===== config.mk =====
export PLATFORM = sky130hd
export DESIGN_NAME = tcdm_bank_rr_arb
export DESIGN_NICKNAME = d
export VERILOG_FILES = /design/src/rtl/tcdm_interco_pkg.sv /design/src/rtl/tcdm_rr_pick.sv /design/src/rtl/tcdm_bank_rr_arb.sv
export SDC_FILE = /design/constraint.sdc
export NUM_CORES = 1
export LEC_CHECK = 0
export CORE_ASPECT_RATIO = 1.4
export CORE_MARGIN = 5
export CORE_UTILIZATION = 21
export CTS_CLUSTER_DIAMETER = 200
export DETAILED_ROUTE_END_ITERATION = 16
export PLACE_DENSITY_LB_ADDON = 0.05
export SYNTH_ARGS = -nofsm -noshare
export SYNTH_HDL_FRONTEND = slang
export SYNTH_HIERARCHICAL = 1
export SYNTH_SLANG_ARGS = --single-unit

===== constraint.sdc =====
create_clock -name clk_i -period 2.5 [get_ports clk_i]
set_input_delay 0.5 -clock clk_i [delete_from_list [all_inputs] [get_ports clk_i]]
set_output_delay 0.5 -clock clk_i [all_outputs]
set_load 0.005 [all_outputs]

===== src/rtl/tcdm_interco_pkg.sv =====
// Shared definitions for the TCDM interconnect slice: index width helper
// and the stage record carried through the bank response pipeline.
package tcdm_interco_pkg;

    // Upper bound on master-index width stored in a pipeline stage.
    localparam int unsigned MaxIdxW = 16;

    // Number of bits needed to name one of n masters, never less than one.
    function automatic int unsigned idx_width(input int unsigned n);
        return (n > 1) ? $clog2(n) : 1;
    endfunction

    // One stage of the response pipeline: was there a handshake, and for whom.
    typedef struct packed {
        logic               vld;
        logic [MaxIdxW-1:0] idx;
    } resp_stage_t;

endpackage


===== src/rtl/tcdm_rr_pick.sv =====
// Combinational rotate-priority picker: scans the request vector starting
// at the round-robin pointer and wraps, returning the first requester.
module tcdm_rr_pick
    import tcdm_interco_pkg::*;
#(
    parameter int unsigned NumMaster = 4,
    parameter int unsigned IdxW      = idx_width(NumMaster)
) (
    input  logic [NumMaster-1:0] req_i,
    input  logic [IdxW-1:0]      rr_i,
    output logic [IdxW-1:0]      winner_o,
    output logic                 any_o
);

    logic [IdxW:0] cand;

    // Walk offsets 0..NumMaster-1 from the pointer; first hit wins, else keep the pointer.
    always_comb begin
        winner_o = rr_i;
        any_o    = 1'b0;
        cand     = '0;
        for (int unsigned off = 0; off < NumMaster; off++) begin
            cand = {1'b0, rr_i} + (IdxW+1)'(off);
            if (cand >= (IdxW+1)'(NumMaster)) begin
                cand = cand - (IdxW+1)'(NumMaster);
            end
            if (!any_o && req_i[cand[IdxW-1:0]]) begin
                winner_o = cand[IdxW-1:0];
                any_o    = 1'b1;
            end
        end
    end

endmodule


===== src/rtl/tcdm_bank_rr_arb.sv =====
// Per-bank round-robin arbiter: shares one TCDM bank among NumMaster
// masters, forwards the winner's payload and routes the read-valid back to
// the granted master after the bank latency.
module tcdm_bank_rr_arb
    import tcdm_interco_pkg::*;
#(
    parameter int unsigned NumMaster     = 4,
    parameter int unsigned ReqDataWidth  = 32,
    parameter int unsigned RespDataWidth = 32,
    parameter int unsigned RespLat       = 1
) (
    input  logic                                    clk_i,
    input  logic                                    rst_ni,
    input  logic [NumMaster-1:0]                    req_i,
    input  logic [NumMaster-1:0][ReqDataWidth-1:0]  data_i,
    output logic [NumMaster-1:0]                    gnt_o,
    output logic [NumMaster-1:0]                    rvld_o,
    output logic [RespDataWidth-1:0]                rdata_o,
    output logic                                    req_o,
    input  logic                                    gnt_i,
    output logic [ReqDataWidth-1:0]                 data_o,
    input  logic [RespDataWidth-1:0]                rdata_i
);

    localparam int unsigned IdxW = idx_width(NumMaster);

    logic [IdxW-1:0] rr_q;
    logic [IdxW-1:0] winner;
    logic            any_req;
    logic            hs;
    resp_stage_t     pipe_q [RespLat];

    tcdm_rr_pick #(
        .NumMaster (NumMaster),
        .IdxW      (IdxW)
    ) u_pick (
        .req_i    (req_i),
        .rr_i     (rr_q),
        .winner_o (winner),
        .any_o    (any_req)
    );

    assign req_o   = any_req;
    assign hs      = req_o & gnt_i;
    assign rdata_o = rdata_i;

    // Steer the grant and the payload mux from the current winner.
    always_comb begin
        gnt_o  = '0;
        data_o = '0;
        for (int unsigned m = 0; m < NumMaster; m++) begin
            if (winner == IdxW'(m)) begin
                gnt_o[m] = hs;
                data_o   = data_i[m];
            end
        end
    end

    // Advance the priority pointer past the winner only when the bank accepts.
    always_ff @(posedge clk_i) begin
        if (!rst_ni) begin
            rr_q <= '0;
        end else if (hs) begin
            rr_q <= (winner == IdxW'(NumMaster-1)) ? '0 : winner + IdxW'(1);
        end
    end

    // Carry each handshake and its master index through the bank latency.
    always_ff @(posedge clk_i) begin
        if (!rst_ni) begin
            for (int unsigned k = 0; k < RespLat; k++) begin
                pipe_q[k] <= '0;
            end
        end else begin
            pipe_q[0] <= '{vld: hs, idx: MaxIdxW'(winner)};
            for (int unsigned k = 1; k < RespLat; k++) begin
                pipe_q[k] <= pipe_q[k-1];
            end
        end
    end

    // Decode the last pipeline stage into a one-hot response valid.
    always_comb begin
        rvld_o = '0;
        for (int unsigned m = 0; m < NumMaster; m++) begin
            rvld_o[m] = pipe_q[RespLat-1].vld &&
                        (pipe_q[RespLat-1].idx == MaxIdxW'(m));
        end
    end

endmodule


Word level (Yosys, flattened, before mapping)
Memories as Yosys holds them, arrays and structs flattened.
Index checks and enable logic that the tools add are counted.
Widths: inputs -> output; s select.

storage, ports and cells
  bits in registers = 2
  memory bits (writable) = 3
  bits of input ports = 167
  output and inout bits = 73
  word-level logic and storage cells = 71
  memories kept = 1

cells by class
  add/sub/neg operators = 8
  magnitude comparators = 8
  equality and inequality tests = 6
  muxes and demuxes = 33
  bitwise logic cells = 1
  reduce and logical (&&, ||, !) cells = 13

memories
  memory  words  bits a word  read ports  clocked after memory_dff  write ports  RTL line                text
  pipe_q  1      3            1           0                         1            tcdm_bank_rr_arb.sv:31  resp_stage_t pipe_q [RespLat];

operators with widths
  operator             count
  $mux 32              4
  $eq 16x2->1 const B  2
  $mux 2               9
  $eq 16x1->1 const B  1
  $logic_not 16->1     1
  $mux 1               15
  $lt 2x3->1 const B   4
  $ge 3x3->1 const B   3
  $bmux 1 s2           4
  $sub 2x1->2 const B  4
  $logic_and 1x1->1    7
  $add 2x2->3 const B  2
  $eq 2x2->1 const B   2
  $add 2x1->3 const B  1
  $ge 2x3->1 const B   1
  $logic_not 1->1      3
  $mux 3               1
  $reduce_or 3->1      1
  $add 2x1->2 const B  1
  $eq 2x1->1 const B   1
  $logic_not 2->1      1
  $and 1x1->1          1

Depth between registers and ports, before layout
  word-level depth = 19
  gate-level depth with buffers = 9
  mapped depth without buffers = 8

Hierarchy
Netlist, hierarchy kept.

by module, submodules not included
  module            times used  cells an instance  area an instance (µm²)  seq. area each (µm²)
  tcdm_bank_rr_arb  1           215                1415.1                  100.1
  tcdm_rr_pick      1           16                 96.3                    0.0

Worst setup path before layout
OpenSTA, ideal clock, no wires.

  kind = input-to-output
  start point = input req_i[2]
  end point = output data_o[0]
  data arrival time = 1.974 ns
  required time = 2.000 ns
  path slack = 0.026 ns
  stages = 8
  path buffers = 1
  path through = nor2b_1 a21o_1 a221oi_2 inv_1 ha_1 nor2_1 buf_2 a31oi_1

on the way
  cells in the longest elaborated chain, start to end = 17
  elaborated cells between the ends (all ways) = 29
  classes of those cells = 3 x eq/ne; 19 x mux; 7 x reduce/logical

ends and longest elaborated chain
  element                       RTL line                text
  from (decl)                   tcdm_bank_rr_arb.sv:14  input logic [NumMaster-1:0] req_i,
  $bmux 1 s2                    tcdm_rr_pick.sv:27      if (!any_o && req_i[cand[IdxW-1:0]]) begin
  $mux 1 (implied by the code)  tcdm_rr_pick.sv:27
  $mux 1                        tcdm_rr_pick.sv:27
  $logic_not 1->1               tcdm_rr_pick.sv:27
  $logic_and 1x1->1             tcdm_rr_pick.sv:27
  $mux 1                        tcdm_rr_pick.sv:27
  $logic_not 1->1               tcdm_rr_pick.sv:27
  $logic_and 1x1->1             tcdm_rr_pick.sv:27
  $mux 1                        tcdm_rr_pick.sv:27
  $logic_not 1->1               tcdm_rr_pick.sv:27
  $logic_and 1x1->1             tcdm_rr_pick.sv:27
  $mux 2 *                      tcdm_rr_pick.sv:27
  net winner[0]                 tcdm_bank_rr_arb.sv:28  logic [IdxW-1:0] winner;
  $logic_not 2->1               tcdm_bank_rr_arb.sv:52  if (winner == IdxW'(m)) begin
  $mux 32 (3 in a row)          tcdm_bank_rr_arb.sv:52
  $mux 32 *                     tcdm_bank_rr_arb.sv:52
  to (decl)                     tcdm_bank_rr_arb.sv:21  output logic [ReqDataWidth-1:0] data_o,

Mark *: on every way through the listed nets, which the timed path passes. The rest lies on a longest branch. The select of a mux whose other input is x is not followed.

Worst setup path after layout
  start point = input req_i[2]
  end point = output data_o[13]

The elaborated chain is that of the path after synthesis.

==> flow_summary.html <==
<table>
<tr><th>Metric</th><th>Value</th></tr>
<tr><th colspan="2">GRT</th></tr>
<tr><td>Via count of the first global-routing pass</td><td>2,444</td></tr>
<tr><td>Maximum number of pins on one net before global-route repair</td><td>26</td></tr>
<tr><td>Sum of overflow across all layers after global routing</td><td>0</td></tr>
<tr><td>GRT Resource Usage Total</td><td>18.5%</td></tr>
<tr><td>Wire length of the first global-routing pass</td><td>13,000 µm</td></tr>
<tr><td>Antenna violations before repair</td><td>0</td></tr>
<tr><th colspan="2">Place</th></tr>
<tr><td>Detailed-placement wirelength estimate</td><td>6670 µm</td></tr>
<tr><td>Dpl ws</td><td>-1.07 ns</td></tr>
<tr><td>Weighted congestion reported at the end of routability-driven placement</td><td>0.792</td></tr>
<tr><td>IO buf count</td><td>175</td></tr>
<tr><td>Placed inst area</td><td>3290 µm²</td></tr>
<tr><th colspan="2">Yosys</th></tr>
<tr><td>Primary FF master, synth</td><td>dfxtp_1</td></tr>
<tr><td>Top-area cell type share of the netlist area</td><td>16.4%</td></tr>
<tr><td>Sequential share of the synthesized area</td><td>6.62%</td></tr>
<tr><td>Syn. warnings</td><td>6</td></tr>
<tr><td>Distinct cell type count after synthesis</td><td>28</td></tr>
<tr><td>Largest area contributor in the netlist</td><td>buf_4</td></tr>
<tr><td>Count leader, synth</td><td>nand2_1</td></tr>
<tr><td>Net count after synthesis</td><td>402</td></tr>
<tr><td>Count of flip-flops with a built-in enable after synthesis</td><td>0</td></tr>
<tr><td>Post-synthesis cell count</td><td>231</td></tr>
<tr><td>Dominant cells by area after synthesis</td><td>buf_4 (16%), nand3b_1 (16%), a31oi_1 (13%), o22ai_1 (13%), nand2_1 (9.7%)</td></tr>
<tr><td>Leading post-synthesis cells by instance count</td><td>nand2_1 (39), buf_4 (33), nand3b_1 (33)</td></tr>
<tr><td>Post-Synthesis Cell Area</td><td>1510 µm²</td></tr>
<tr><td>Flip-flop and latch count after synthesis</td><td>5</td></tr>
<tr><td>Proportion of register bits with asynchronous set or reset after synthesis</td><td>0%</td></tr>
<tr><td>Syn_area_per_cell</td><td>6.54 µm²</td></tr>
<tr><th colspan="2">Cells and area</th></tr>
<tr><td>Area of combinational cells with multiple inputs</td><td>1250 µm²</td></tr>
<tr><td>Cell area after layout</td><td>3760 µm²</td></tr>
<tr><td>Antenna diode instance count</td><td>0</td></tr>
<tr><td>Sequential Area</td><td>100 µm²</td></tr>
<tr><td>Fill count</td><td>686</td></tr>
<tr><td>Share of layout cells above drive strength 1</td><td>29.1%</td></tr>
<tr><td>Final layout net count</td><td>577</td></tr>
<tr><td>Area added between synthesis and finish</td><td>149%</td></tr>
<tr><th colspan="2">Route</th></tr>
<tr><td>Via/cell ratio</td><td>4.84</td></tr>
<tr><td>DRC violation total after the first TritonRoute iteration</td><td>98</td></tr>
<tr><td>Number of nets with antenna violations after routing</td><td>0</td></tr>
<tr><td>Remaining DRCs</td><td>0</td></tr>
<tr><td>Final WL</td><td>9340 µm</td></tr>
<tr><td>Total via count in the routed design</td><td>2,422</td></tr>
<tr><td>Routed wire per std cell</td><td>18.7 µm</td></tr>
<tr><td>Number of iterations in the first detailed-routing pass</td><td>4</td></tr>
<tr><th colspan="2">Power</th></tr>
<tr><td>Worst ir drop on vdd</td><td>0.292 mV</td></tr>
<tr><td>Leakage dissipation</td><td>0.00150 µW</td></tr>
<tr><td>Overall Power</td><td>1680 µW</td></tr>
<tr><td>P per Cell Area</td><td>448 nW/µm²</td></tr>
<tr><th colspan="2">STA</th></tr>
<tr><td>Worst-case clock skew</td><td>0.00540 ns</td></tr>
<tr><td>Final hold violations</td><td>0</td></tr>
<tr><td>Aggregate negative setup slack</td><td>-9.73 ns</td></tr>
<tr><td>Transition at the pin with the smallest max-transition slack</td><td>0.246 ns</td></tr>
<tr><td>Max-slew violation total from the final report</td><td>0</td></tr>
<tr><td>Crit share post-route</td><td>113%</td></tr>
<tr><td>Worst hold margin</td><td>0.608 ns</td></tr>
<tr><td>Highest clock frequency the design can meet</td><td>0.354 GHz</td></tr>
<tr><td>Worst slew margin relative to its limit</td><td>83.6%</td></tr>
<tr><td>Setup repair after global routing missed its margin</td><td>true</td></tr>
<tr><td>Minimum setup slack in the final design</td><td>-0.322 ns</td></tr>
<tr><td>Final setup violation count</td><td>34</td></tr>
<tr><td>Final critical path time including I/O delays and setup</td><td>2.82 ns</td></tr>
<tr><th colspan="2">CTS</th></tr>
<tr><td>Insertion delay of the later-clocked pin in the worst-skew pair</td><td>0.22 ns</td></tr>
<tr><td>Clk root buf</td><td>clkbuf_8</td></tr>
<tr><td>TritonCTS clock tree</td><td>done</td></tr>
<tr><td>Inserted Clock Buffers</td><td>3</td></tr>
<tr><td>Total number of H-tree levels</td><td>1</td></tr>
<tr><td>Bufs on Longest Clock Path</td><td>2</td></tr>
<tr><td>Number of hold buffers added after CTS</td><td>0</td></tr>
<tr><td>Clock slew seen by the registers of the worst setup and hold paths</td><td>0.04 ns</td></tr>
<tr><td>Number of clock sinks seen by CTS</td><td>5</td></tr>
<tr><th colspan="2">Floorplanning</th></tr>
<tr><td>Die height</td><td>110 µm</td></tr>
<tr><td>Die area</td><td>9020 µm²</td></tr>
<tr><td>X dimension of the die</td><td>81.7 µm</td></tr>
<tr><td>Number of core rows</td><td>36</td></tr>
<tr><td>Initial cell density of the core</td><td>21.6%</td></tr>
<tr><td>Number of top-level pins</td><td>240</td></tr>
<tr><td>Placeable core area</td><td>6980 µm²</td></tr>
<tr><th colspan="2">Outcome</th></tr>
<tr><td>Violated checks</td><td>negative setup slack</td></tr>
<tr><td>Result of the run</td><td>finished, violations left</td></tr>
<tr><th colspan="2">Worst setup path</th></tr>
<tr><td>Classification of the worst setup path</td><td>in -&gt; out</td></tr>
<tr><td>Crit start category</td><td>input pin</td></tr>
<tr><td>Cell count of the worst reg-to-reg path</td><td>10</td></tr>
<tr><td>Required time of the critical path</td><td>2.00 ns</td></tr>
<tr><td>Worst setup EP type</td><td>primary output</td></tr>
<tr><td>Data arrival time of the critical path</td><td>2.32 ns</td></tr>
<tr><td>Critical Path Fanout Max</td><td>7</td></tr>
<tr><td>R2r setup slk</td><td>0.74 ns</td></tr>
<tr><th colspan="2">Min path</th></tr>
<tr><td>Hold/Removal Path Class</td><td>reg -&gt; reg</td></tr>
<tr><td>Worst hold path cell count</td><td>2</td></tr>
<tr><th colspan="2">Run</th></tr>
<tr><td>Max Cap Violations</td><td>0</td></tr>
</table>
[report_power, final]
part | total (µW) | switching [µW] | internal (µW)
Combinational | 1440 | 579 | 860
Sequential | 97.6 | 8.58 | 89.0
Clock | 147 | 38.0 | 109
Total | 1680 | 626 | 1060
[routing by layer]
metal | GRT usage (%) | vias to the layer above | wire length (µm)
li1 | - | 1175 | -
met1 | 19.8 | 1126 | 3340
met2 | 36.0 | 101 | 5010
met3 | 3.82 | 20 | 774
met4 | 4.39 | 0 | 223
met5 | 0 | - | 0
[final cells by class]
cell class / count / area share (%)
well taps: 95 / 3.16
inverters: 4 / 0.599
repair buffers: 222 / 59.1
clock buffers: 4 / 1.20
multi-input cells: 170 / 33.3
flip-flops and latches: 5 / 2.66
[layout by cell type, fill, tap and decap left out, drive strengths merged, types with 3 or more instances in the layout]
cell type and n:
nand3b 33, and3 5, nand2 39, buf 81, o22ai 31, nor2 7
a31oi 32, clkbuf 6, nand2b 3, ha 4, inv 4, clkdlybuf4s50 135
dfxtp 5
[cell families after synthesis]
logic type / count (synthesis) / share of synthesized area (%)
flops: 5 / 6.62
simple gates: 96 / 35.7
fa+ha+maj: 4 / 3.31
compound gates: 69 / 29.1
mux: 1 / 0.662
buf+inv: 56 / 24.7
[per-stage QoR]
step | util [%] | std cells
floorplan | - | 231
global placement | 47.2 | 471
detailed placement | 47.2 | 471
CTS | 50.2 | 492
global route | 53.8 | 500
finish | 53.8 | 500
[flip-flops by register name (all words and copies together), names as in the netlist]
register / cells
rr_q: 2
pipe_q: 3
[worst max-delay path, stage by stage]
cell and delay (ns):
buf_8 0.10, nor2b_4 0.12, a21o_1 0.17, a221oi_2 0.28, inv_1 0.12, buf_6 0.14, ha_4 0.17, buf_4 0.14
nor2_4 0.11, buf_6 0.14, buf_8 0.12, a31oi_2 0.09, buf_2 0.14
[what timing repair did]
item / 4_1_cts / 5_1_grt
endpoints found under the setup margin: 36 / 36
gates resized for setup: 189 / 33
pin swaps: 13 / 8
buffers inserted: 14 / 6
cloned: 4 / 3
[path summary, 6_finish.rpt]
kind | start | end
worst max register to register | rr_q[0] | rr_q[0]
worst min-delay path | rr_q[0] | rr_q[0]
worst min register to register | rr_q[0] | rr_q[0]
worst max-delay path | req_i[2] | data_o[13]
Note: power is estimated with default switching activity, not from simulation.
